===== src/rtl/dilithium_stream_host.sv =====
// dilithium_stream_host: streams a source buffer into the core's valid/ready input port
// and drains the core's output port into a result buffer, pulsing done when both finish.
module dilithium_stream_host #(
    parameter int ADDR_W = 16
) (
    input  logic              clk,
    input  logic              rst,
    input  logic              start,
    input  logic [ADDR_W-1:0] in_len,
    input  logic [ADDR_W-1:0] out_len,
    output logic              src_rd_en,
    output logic [ADDR_W-1:0] src_rd_addr,
    input  logic [31:0]       src_rd_data,
    output logic              tx_valid,
    input  logic              tx_ready,
    output logic [31:0]       tx_data,
    input  logic              rx_valid,
    output logic              rx_ready,
    input  logic [31:0]       rx_data,
    output logic              dst_wr_en,
    output logic [ADDR_W-1:0] dst_wr_addr,
    output logic [31:0]       dst_wr_data,
    output logic              busy,
    output logic              done
);
    typedef enum logic [1:0] {IDLE, RUN, DONE} state_t;

    state_t            state, state_n;
    logic [ADDR_W-1:0] in_len_q, out_len_q, rd_cnt, tx_cnt, rx_cnt;
    logic [31:0]       fifo [2];
    logic              wr_ptr, rd_ptr, in_flight;
    logic [1:0]        count;
    logic              run, pop, push, rx_fire, complete;

    always_comb begin
        run         = state == RUN;
        tx_valid    = count != 2'd0;
        tx_data     = tx_valid ? fifo[rd_ptr] : '0;
        pop         = tx_valid && tx_ready;
        push        = in_flight;
        // a slot freed by this cycle's pop can be refilled immediately, giving one word per cycle
        src_rd_en   = run && (rd_cnt < in_len_q) && ((2'(count + {1'b0, in_flight}) < 2'd2) || pop);
        src_rd_addr = rd_cnt;
        rx_ready    = run && (rx_cnt < out_len_q);
        rx_fire     = rx_valid && rx_ready;
        dst_wr_en   = rx_fire;
        dst_wr_addr = rx_fire ? rx_cnt : '0;
        dst_wr_data = rx_fire ? rx_data : '0;
        busy        = state != IDLE;
        done        = state == DONE;
        complete    = (tx_cnt == in_len_q) && (rx_cnt == out_len_q) && (count == 2'd0) && !in_flight;
        state_n     = state == IDLE ? (start ? RUN : IDLE) :
                      state == RUN  ? (complete ? DONE : RUN) : IDLE;
    end

    always_ff @(posedge clk) begin
        if (rst) begin
            state     <= IDLE;
            in_len_q  <= '0;
            out_len_q <= '0;
            rd_cnt    <= '0;
            tx_cnt    <= '0;
            rx_cnt    <= '0;
            wr_ptr    <= 1'b0;
            rd_ptr    <= 1'b0;
            count     <= 2'd0;
            in_flight <= 1'b0;
        end else begin
            state <= state_n;
            if (state == IDLE && start) begin
                in_len_q  <= in_len;
                out_len_q <= out_len;
                rd_cnt    <= '0;
                tx_cnt    <= '0;
                rx_cnt    <= '0;
                wr_ptr    <= 1'b0;
                rd_ptr    <= 1'b0;
                count     <= 2'd0;
                in_flight <= 1'b0;
            end else begin
                in_flight <= src_rd_en;
                if (src_rd_en) rd_cnt <= rd_cnt + 1'b1;
                if (push) wr_ptr <= ~wr_ptr;
                if (pop) begin
                    rd_ptr <= ~rd_ptr;
                    tx_cnt <= tx_cnt + 1'b1;
                end
                count <= 2'(count + {1'b0, push} - {1'b0, pop});
                if (rx_fire) rx_cnt <= rx_cnt + 1'b1;
            end
        end
    end

    // storage needs no reset: tx_data is masked while the FIFO is empty
    always_ff @(posedge clk) begin
        if (push) fifo[wr_ptr] <= src_rd_data;
    end
endmodule

===== config.mk =====
export PLATFORM = sky130hd
export DESIGN_NAME = dilithium_stream_host
export DESIGN_NICKNAME = d
export VERILOG_FILES = /design/src/rtl/dilithium_stream_host.sv
export SDC_FILE = /design/constraint.sdc
export NUM_CORES = 1
export LEC_CHECK = 0
export BUFFER_PORTS_ARGS = -buffer_cell sky130_fd_sc_hd__buf_4
export CAP_MARGIN = 10
export CORE_MARGIN = 2
export CORE_UTILIZATION = 35
export CTS_CLUSTER_DIAMETER = 120
export CTS_CLUSTER_SIZE = 16
export DETAILED_ROUTE_END_ITERATION = 10
export GPL_TIMING_DRIVEN = 0
export PLACE_DENSITY = 0.58
export REMOVE_ABC_BUFFERS = 1
export SYNTH_ARGS = -nofsm -noshare
export SYNTH_HDL_FRONTEND = slang
export SYNTH_SLANG_ARGS = --single-unit

===== constraint.sdc =====
create_clock -name clk -period 3.7 [get_ports clk]
set_input_delay 0.37 -clock clk [delete_from_list [all_inputs] [get_ports clk]]
set_output_delay 0.37 -clock clk [all_outputs]
set_load 0.01 [all_outputs]

==> flow_metrics.env, run 1 <==
export IMPL_fin_crit_ns=3.26
export IMPL_fill_cells=1984
export IMPL_synthesis_area_um2=7320
export IMPL_muxShareOfSynthArea_pct=5.06
export IMPL_die_width_um=149
export IMPL_cellPowerDensity_nw_per_um2=416
export IMPL_ys_seq_elements=152
export IMPL_fmax_mhz=306
export IMPL_synth_compound_area_share_pct=7.98
export IMPL_grt_pass1_vias=5707
export IMPL_postRouteAntennaNets=0
export IMPL_r2r_start="state[1]"
export IMPL_path_clk_slew_ns=0.06
export IMPL_nNetsFinal=1088
export IMPL_grt_overflow=0
export IMPL_synth_yosys_warnings=0
export IMPL_final_common_cell="buf_4"
export IMPL_cp_arrival_ns=2.89
export IMPL_drt_iter0_drc=241
export IMPL_ff2ff_path_depth=6
export IMPL_hold_path_end="fifo[0][7]"
export IMPL_syn_inst=757
export IMPL_worst_hold_startpoint="src_rd_data[7]"
export IMPL_rows=52
export IMPL_cts_tree="done"
export IMPL_dieArea_um2=22100
export IMPL_hold_buffers=0
export IMPL_htree_levels=4
export IMPL_start_kind="flip-flop"
export IMPL_wire_per_inst_um=14.6
export IMPL_tightest_slew_ns=1.16
export IMPL_worstSetupPathType="flip-flop to primary output"
export IMPL_setup_viol=0
export IMPL_fp_dieH_um=149
export IMPL_drv_slew=0
export IMPL_layout_common_cells="buf_4 (202), nand2_1 (104), dfxtp_1 (87)"
export IMPL_synthAdderAreaFrac_pct=6.15
export IMPL_fin_skew_ns=0.0105
export IMPL_n_antenna_cell=0
export IMPL_dpl_hpwl_um=13000
export IMPL_io_pin_count=203
export IMPL_synth_simple_area_share_pct=22.0
export IMPL_core_um2=20400
export IMPL_slew_limit_headroom_pct=22.4
export IMPL_cts_root_buffer="clkbuf_16"
export IMPL_irDropWorstVdd_mv=0.320
export IMPL_finalCritPeriodShare_pct=88.2
export IMPL_drive_gt1_share_pct=27.0
export IMPL_seq_area_frac_synth_pct=50.3
export IMPL_grt_first_pass_wirelength_um=28700
export IMPL_finalWeightedCongestion=0.815
export IMPL_cts_sinks=152
export IMPL_port_buffers=202
export IMPL_drt_pass1_iterations=4
export IMPL_synth_top_family_by_area="simple AND/OR/NAND/NOR gates"
export IMPL_grt_max_degree=53
export IMPL_register_area_um2=3680
export IMPL_power_mw=4.07
export IMPL_hp_class="primary input to flip-flop"
export IMPL_max_cap_violations=0
export IMPL_synthXorXnorAreaFrac_pct=4.78
export IMPL_cp_max_fo=52
export IMPL_end_kind="primary output"
export IMPL_synth_area_leaders="edfxtp_1 (26%), dfxtp_1 (24%), ha_1 (6.2%), nand2_1 (5.3%), mux2i_1 (5.1%)"
export IMPL_ff2ff_setup_slack_ns=0.82
export IMPL_viasPerCell=4.76
export IMPL_netlist_top_cell_by_area="edfxtp_1"
export IMPL_grt_usage_pct=16.5
export IMPL_fin_hold_ws_ns=0.126
export IMPL_setup_tns_ns=0
export IMPL_routed_wl_um=18100
export IMPL_synth_cell_types=46
export IMPL_vias=5871
export IMPL_syn_to_final_growth_pct=33.5
export IMPL_syn_area_per_cell_um2=9.67
export IMPL_reg2reg_to="src_rd_addr[5]"
export IMPL_initial_core_util_pct=36.0
export IMPL_drc=0
export IMPL_multi_input_area_um2=3390
export IMPL_netlist_area_leader_share_pct=26.2
export IMPL_p_leak_nw=3.94
export IMPL_hold_viol=0
export IMPL_clk_latency_ns=0.42
export IMPL_rsz0062_at_grt="false"
export IMPL_antenna_found_initial=0
export IMPL_status="finished, final reports clean"
export IMPL_clock_path_buffers=2
export IMPL_worstHoldPathCells=1
export IMPL_critPathRequiredTime_ns=3.33
export IMPL_cts_inserted_buffers=17
==> per-layer routing <==
layer  part of all wire (%)  global-route usage (%)  vias up
met2                     48                    27.2      143
met3                    6.4                    4.45       13
met4                   0.73                    3.57        0
li1                       -                       -     3023
met1                     45                    21.8     2692
met5                      0                       0        -
==> layout make-up <==
type / instances / area share [%]
flip-flops and latches: 152 / 37.7
clock inverters: 15 / 1.93
multi-input cells: 533 / 34.7
clock buffers: 17 / 4.35
repair buffers: 206 / 16.3
inverters: 41 / 1.60
well taps: 270 / 3.46
==> critical path, cell delays in order, from the launching register on <==
cell     delay, ns
dfxtp_1       0.42
ha_1          0.30
nand4_2       0.16
nor3_1        0.12
nor4b_4       0.40
nand3_2       0.33
inv_4         0.41
and2_1        0.20
buf_4         0.12
==> metrics by stage <==
stage	setup WS (ns)	cell area (µm²)	cells	utilization (%)
CTS	0.109	9750	1233	47.9
detailed placement	0.466	9140	1201	44.9
floorplan	1.06	7200	726	-
global route	0.156	9770	1234	48.0
global placement	-0.188	9060	1198	44.5
finish	0.436	9770	1234	48.0
==> power breakdown <==
| part | internal, mW | total [mW] | switching (mW) |
|---|---|---|---|
| Combinational | 0.213 | 0.440 | 0.227 |
| Clock | 1.08 | 1.81 | 0.729 |
| Sequential | 1.79 | 1.82 | 0.0318 |
==> cells by family (layout without fill, tap and decap cells) <==
family | after synthesis | after routing
compound gates | 100 | 100
xor+xnor | 40 | 40
fa+ha+maj | 36 | 36
buf+inv | 72 | 279
flops | 152 | 152
mux | 37 | 37
simple gates | 320 | 320
==> worst max path at each step <==
| stage | from | slack [ns] | depth (start not counted) | endpoint |
|---|---|---|---|---|
| 2_1_floorplan | state[1] | 1.06 | 5 | src_rd_addr[5] |
| 3_3_place_gp | state[1] | -0.19 | 5 | rx_cnt[7] |
| 3_5_place_dp | rx_cnt[12] | 0.47 | 8 | dst_wr_addr[13] |
| 4_1_cts | out_len_q[15] | 0.11 | 9 | dst_wr_addr[13] |
| 5_1_grt | out_len_q[15] | 0.16 | 9 | dst_wr_addr[13] |
| 6_report | rx_cnt[15] | 0.44 | 8 | dst_wr_addr[13] |
==> sequential cells by signal (all words and copies together), names as in the netlist, named ones only <==
register	flops
state	2
rx_cnt	16
fifo	64
in_len_q	16
count	2
in_flight	1
src_rd_addr	16
wr_ptr	1
out_len_q	16
tx_cnt	16
rd_ptr	1
==> repair_timing <==
action / 4_1_cts / 5_1_grt
buffers inserted: 0 / 0
hold endpoints to repair: 0 / 0
endpoints found under the setup margin: 27 / 44
gates resized for setup: 1 / 1
==> Yosys cell counts (all sizes together) <==
| cell type | count |
|---|---|
| clkbuf | 23 |
| nor2b | 1 |
| nor4b | 1 |
| a21oi | 62 |
| nand3 | 16 |
| o21ai | 14 |
| a2111oi | 2 |
| buf | 8 |
| a2bb2oi | 1 |
| nand2 | 104 |
| mux2i | 37 |
| edfxtp | 64 |
| and4 | 3 |
| a211o | 1 |
| and2b | 1 |
| nor2 | 75 |
| o31a | 1 |
| nand2b | 4 |
| a21o | 2 |
| and2 | 48 |
| o21a | 3 |
| ha | 36 |
| inv | 41 |
| xor2 | 19 |
| a31o | 2 |
| o211ai | 5 |
| nand4 | 18 |
| nand4b | 2 |
| nor3 | 6 |
| o31ai | 7 |
| and3 | 14 |
| or4 | 11 |
| dfxtp | 88 |
| nor4 | 4 |
| or3 | 10 |
| xnor2 | 21 |
| nor3b | 2 |
Power figures use the tool's default switching activity.
==> inputs of run 2 (changes only) <==
--- a/config.mk
+++ b/config.mk
@@ -6,14 +6,14 @@
 export NUM_CORES = 1
 export LEC_CHECK = 0
 export BUFFER_PORTS_ARGS = -buffer_cell sky130_fd_sc_hd__buf_4
-export CAP_MARGIN = 10
+export CAP_MARGIN = 0
 export CORE_MARGIN = 2
-export CORE_UTILIZATION = 35
+export CORE_UTILIZATION = 57
 export CTS_CLUSTER_DIAMETER = 120
 export CTS_CLUSTER_SIZE = 16
 export DETAILED_ROUTE_END_ITERATION = 10
 export GPL_TIMING_DRIVEN = 0
-export PLACE_DENSITY = 0.58
+export PLACE_DENSITY = 0.87
 export REMOVE_ABC_BUFFERS = 1
 export SYNTH_ARGS = -nofsm -noshare
 export SYNTH_HDL_FRONTEND = slang
==> flow_metrics.env, run 2 (synthesized netlist as in run 1, its figures left out) <==
export IMPL_dpl_hpwl_um=12300
export IMPL_port_buffers=202
export IMPL_routed_wl_um=17900
export IMPL_htree_levels=4
export IMPL_hold_buffers=0
export IMPL_viasPerCell=5.40
export IMPL_nNetsFinal=1087
export IMPL_grt_first_pass_wirelength_um=29000
export IMPL_finalWeightedCongestion=0.838
export IMPL_grt_pass1_vias=5841
export IMPL_rsz0062_at_grt="false"
export IMPL_layout_common_cells="buf_4 (202), nand2_1 (104), dfxtp_1 (87)"
export IMPL_fmax_mhz=304
export IMPL_end_kind="primary output"
export IMPL_start_kind="flip-flop"
export IMPL_place_inst=1103
export IMPL_clk_latency_ns=0.42
export IMPL_path_clk_slew_ns=0.06
export IMPL_slew_limit_headroom_pct=20.8
export IMPL_max_cap_violations=0
export IMPL_cts_sinks=152
export IMPL_cp_slowest_cell="nor4b_4"
export IMPL_ff2ff_setup_slack_ns=0.86
export IMPL_fill_cells=874
export IMPL_instances_no_fill=1135
export IMPL_initial_core_util_pct=58.3
export IMPL_crit_end="dst_wr_data[18]"
export IMPL_critPathRequiredTime_ns=3.33
export IMPL_wire_per_inst_um=15.8
export IMPL_fp_dieH_um=117
export IMPL_r2r_start="state[1]"
export IMPL_grt_max_degree=53
export IMPL_n_antenna_cell=0
export IMPL_cts_inserted_buffers=17
export IMPL_critPathMaxStageDelay_ns=0.41
export IMPL_cts_tree="done"
export IMPL_crit_start="out_len_q[15]"
export IMPL_antenna_found_initial=0
export IMPL_fin_crit_ns=3.28
export IMPL_finalCritPeriodShare_pct=88.8
export IMPL_tightest_slew_ns=1.19
export IMPL_cts_root_buffer="clkbuf_16"
export IMPL_setup_slack_ns=0.415
export IMPL_drive_gt1_share_pct=26.6
export IMPL_multi_input_area_um2=3380
export IMPL_fin_skew_ns=0.00638
export IMPL_reg2reg_to="src_rd_addr[5]"
export IMPL_worstPathCellList="inv_1 > ha_1 > nand4_2 > nor3_1 > nor4b_4 > nand3_2 > inv_6 > and2_1 > buf_4"
export IMPL_grt_usage_pct=26.0
export IMPL_drv_slew=0
export IMPL_status="finished, final reports clean"
export IMPL_cellPowerDensity_nw_per_um2=428
export IMPL_drt_iter0_drc=336
export IMPL_worstSetupPathType="flip-flop to primary output"
export IMPL_clock_path_buffers=2
export IMPL_cts_setup_buffers=0
export IMPL_cp_max_fo=52
export IMPL_rows=41
export IMPL_irDropWorstVdd_mv=0.330
export IMPL_postRouteAntennaNets=0
export IMPL_p_leak_nw=3.95
export IMPL_setup_viol=0
export IMPL_syn_to_final_growth_pct=31.9
export IMPL_register_area_um2=3680
export IMPL_largest_register_ffs=64
export IMPL_ff2ff_path_depth=6
export IMPL_hp_class="primary input to flip-flop"
export IMPL_vias=6127
export IMPL_drc=0
export IMPL_drt_pass1_iterations=5
export IMPL_fin_hold_ws_ns=0.134
export IMPL_grt_overflow=0
export IMPL_die_width_um=117
export IMPL_io_pin_count=203
export IMPL_final_common_cell="buf_4"
export IMPL_pre_cts_slack_ns=0.520
export IMPL_cp_arrival_ns=2.91
export IMPL_top_register="fifo"
export IMPL_dieArea_um2=13800
export IMPL_hold_viol=0
export IMPL_core_um2=12600
[run 2: changes by cell type in the layout (fill, tap and decap cells not counted), sizes merged]
cell,delta
clkbuf,+2
bufinv,+2
inv,-6
clkinvlp,-2
clkinv,+4
buf,-1
[run 2: critical path, delay by kind of cell (launching register included)]
family | cells | cell delay, ns
simple gates | 5 | 1.23
buf+inv | 3 | 0.55
flops | 1 | 0.35
fa+ha+maj | 1 | 0.35
[run 2: how the worst min path moves through the flow]
stage                    startpoint            end  slack [ns]  depth (start not counted)
CTS                  src_rd_data[7]     fifo[1][7]        0.12                          1
floorplan             out_len_q[10]  out_len_q[10]        0.43                          2
global route        src_rd_data[30]    fifo[0][30]        0.12                          1
global placement       out_len_q[7]   out_len_q[7]        0.44                          2
detailed placement    out_len_q[12]  out_len_q[12]        0.45                          2
finish               src_rd_data[9]     fifo[0][9]        0.13                          1
[run 2: layer usage]
metal,GRT usage [%],wire [µm],vias to the layer above
met3,5.45,1230,29
met2,44.7,8930,218
met4,8.81,361,0
met1,32.5,7350,2869
met5,0,0,-
li1,-,-,3011
[run 2: what timing repair did]
action                     in CTS  in global routing
resized for setup               1                  2
setup endpoints to repair      20                 44
pin swaps                       0                  0
[run 2: cell type report]
cell class / instances / share of cell area (%)
flip-flops and latches: 152 / 38.2
multi-input cells: 533 / 35.0
repair buffers: 205 / 16.3
clock buffers: 19 / 4.59
well taps: 172 / 2.23
clock inverters: 13 / 2.07
inverters: 41 / 1.65
[run 2: per-stage QoR]
| step | util [%] | TNS, ns | total power, mW | cell area (µm²) |
|---|---|---|---|---|
| floorplan | - | 0 | 2.07 | 7200 |
| global placement | 71.1 | -0.0122 | 2.27 | 8930 |
| detailed placement | 71.6 | 0 | 2.29 | 9000 |
| CTS | 76.8 | 0 | 4.15 | 9650 |
| global route | 76.8 | 0 | 4.26 | 9660 |
| finish | 76.8 | 0 | 4.13 | 9660 |
[run 2: where the power goes]
group          switching, mW  internal (mW)  total, mW
clock network          0.659           1.21       1.87
logic                  0.230          0.211      0.441
registers             0.0301           1.79       1.82
total                  0.919           3.21       4.13
==> inputs of run 3 (changes only) <==
--- a/config.mk
+++ b/config.mk
@@ -7,6 +7,7 @@
 export LEC_CHECK = 0
 export BUFFER_PORTS_ARGS = -buffer_cell sky130_fd_sc_hd__buf_4
 export CAP_MARGIN = 0
+export CORE_ASPECT_RATIO = 2
 export CORE_MARGIN = 2
 export CORE_UTILIZATION = 57
 export CTS_CLUSTER_DIAMETER = 120
==> flow_metrics.env, run 3 (synthesized netlist as in run 1, its figures left out) <==
export IMPL_status="finished, final reports clean"
export IMPL_crit_end="dst_wr_data[25]"
export IMPL_cp_top_family="simple AND/OR/NAND/NOR gates"
export IMPL_path_clk_slew_ns=0.07
export IMPL_critPathMaxStageDelay_ns=0.48
export IMPL_cp_slowest_cell="dfxtp_1"
export IMPL_fill_cells=869
export IMPL_grt_first_pass_wirelength_um=28400
export IMPL_crit_start="rx_cnt[11]"
export IMPL_register_area_um2=3680
export IMPL_place_inst=1081
export IMPL_slew_limit_headroom_pct=11.5
export IMPL_largest_register_ffs=64
export IMPL_n_antenna_cell=0
export IMPL_die_width_um=84.2
export IMPL_top_register="fifo"
export IMPL_ff2ff_setup_slack_ns=0.91
export IMPL_drt_pass1_iterations=5
export IMPL_instances_no_fill=1113
export IMPL_setup_viol=0
export IMPL_clock_path_buffers=2
export IMPL_cts_sinks=152
export IMPL_tightest_slew_ns=1.33
export IMPL_cp_arrival_ns=2.93
export IMPL_fin_crit_ns=3.30
export IMPL_worstSetupPathType="flip-flop to primary output"
export IMPL_cts_tree="done"
export IMPL_grt_overflow=0
export IMPL_final_common_cell="buf_4"
export IMPL_power_mw=3.96
export IMPL_fp_dieH_um=164
export IMPL_antenna_found_initial=0
export IMPL_dpl_hpwl_um=13700
export IMPL_drc=0
export IMPL_layout_common_cells="buf_4 (202), nand2_1 (104), dfxtp_1 (87)"
export IMPL_syn_to_final_growth_pct=31.0
export IMPL_dieArea_um2=13800
export IMPL_irDropWorstVdd_mv=0.396
export IMPL_cts_inserted_buffers=17
export IMPL_hp_class="primary input to flip-flop"
export IMPL_drv_slew=0
export IMPL_port_buffers=202
export IMPL_initial_core_util_pct=58.3
export IMPL_fin_hold_ws_ns=0.126
export IMPL_max_cap_violations=0
export IMPL_ff2ff_path_depth=6
export IMPL_finalWeightedCongestion=0.876
export IMPL_end_kind="primary output"
export IMPL_fin_skew_ns=0.0117
export IMPL_io_pin_count=203
export IMPL_drive_gt1_share_pct=26.9
export IMPL_cellPowerDensity_nw_per_um2=413
export IMPL_finalCritPeriodShare_pct=89.2
export IMPL_cts_root_buffer="clkbuf_16"
export IMPL_viasPerCell=5.49
export IMPL_grt_max_degree=53
export IMPL_critical_path_buf_inv_count=2
export IMPL_final_cell_area_um2=9600
export IMPL_vias=6115
export IMPL_reg2reg_to="rx_cnt[7]"
export IMPL_fmax_mhz=303
export IMPL_rsz0062_at_grt="false"
export IMPL_hold_viol=0
export IMPL_grt_usage_pct=26.0
export IMPL_grt_pass1_vias=5941
export IMPL_nNetsFinal=1087
export IMPL_cp_depth=8
export IMPL_p_leak_nw=3.94
export IMPL_multi_input_area_um2=3380
export IMPL_cp_max_fo=52
export IMPL_wire_per_inst_um=16.3
export IMPL_setup_tns_ns=0
export IMPL_start_kind="flip-flop"
export IMPL_drt_iter0_drc=234
export IMPL_worstPathCellList="ha_1 > a21oi_1 > o21ai_2 > nor4b_4 > nand3_2 > inv_6 > and2_1 > buf_4"
export IMPL_routed_wl_um=18200
export IMPL_rows=58
export IMPL_clk_latency_ns=0.42
export IMPL_postRouteAntennaNets=0
export IMPL_placed_area_um2=8980
export IMPL_r2r_start="state[0]"
export IMPL_critPathRequiredTime_ns=3.33
export IMPL_core_um2=12600
export IMPL_htree_levels=4
==> run 3: how the worst min path moves through the flow <==
stage / start / endpoint / cells after the start
floorplan: out_len_q[10] / out_len_q[10] / 2
global placement: out_len_q[4] / out_len_q[4] / 2
detailed placement: out_len_q[14] / out_len_q[14] / 2
CTS: src_rd_data[6] / fifo[1][6] / 1
global route: src_rd_data[31] / fifo[1][31] / 1
finish: src_rd_data[6] / fifo[1][6] / 1
==> run 3: cell type report <==
cell class                 count  share of cell area (%)
clock buffer                  17                    4.43
clock inverter                15                    1.83
sequential                   152                    38.4
timing repair buffer         205                    16.5
multi-input combinational    533                    35.3
inverter                      41                    1.66
tap                          150                    1.96
==> run 3: power breakdown <==
part	switching [mW]	leakage, nW	internal, mW
clock	0.790	0.291	0.913
combinational	0.228	2.35	0.212
sequential	0.0309	1.29	1.79
total	1.05	3.94	2.92
==> run 3: per-layer routing <==
| metal | global-route usage, % | vias to the layer above | wire length (µm) |
|---|---|---|---|
| met4 | 15.4 | 0 | 792 |
| met1 | 29.0 | 2846 | 6800 |
| met3 | 3.87 | 56 | 826 |
| li1 | - | 3007 | - |
| met2 | 46.5 | 206 | 9770 |
| met5 | 0 | - | 0 |
==> run 3: what timing repair did <==
action / 4_1_cts / 5_1_grt
setup endpoints to repair: 1 / 37
gates resized for setup: 1 / 2
buffers inserted: 0 / 0
hold buffers: 0 / 0
==> run 3: per-stage QoR <==
step	util (%)	setup slack, ns
final	76.4	0.401
after global routing	76.4	0.246
after CTS	76.4	0.143
after detailed placement	71.6	0.488
after global placement	70.9	0.0134
after floorplan	-	1.06
==> run 3: worst reg2reg max path: stages, from the launching register on <==
cell and delay [ns]:
dfxtp_1 0.40, nor2_1 0.09, nand2_1 0.84, nand2b_2 0.52, buf_12 0.33, or4_1 0.48
nand2_1 0.08
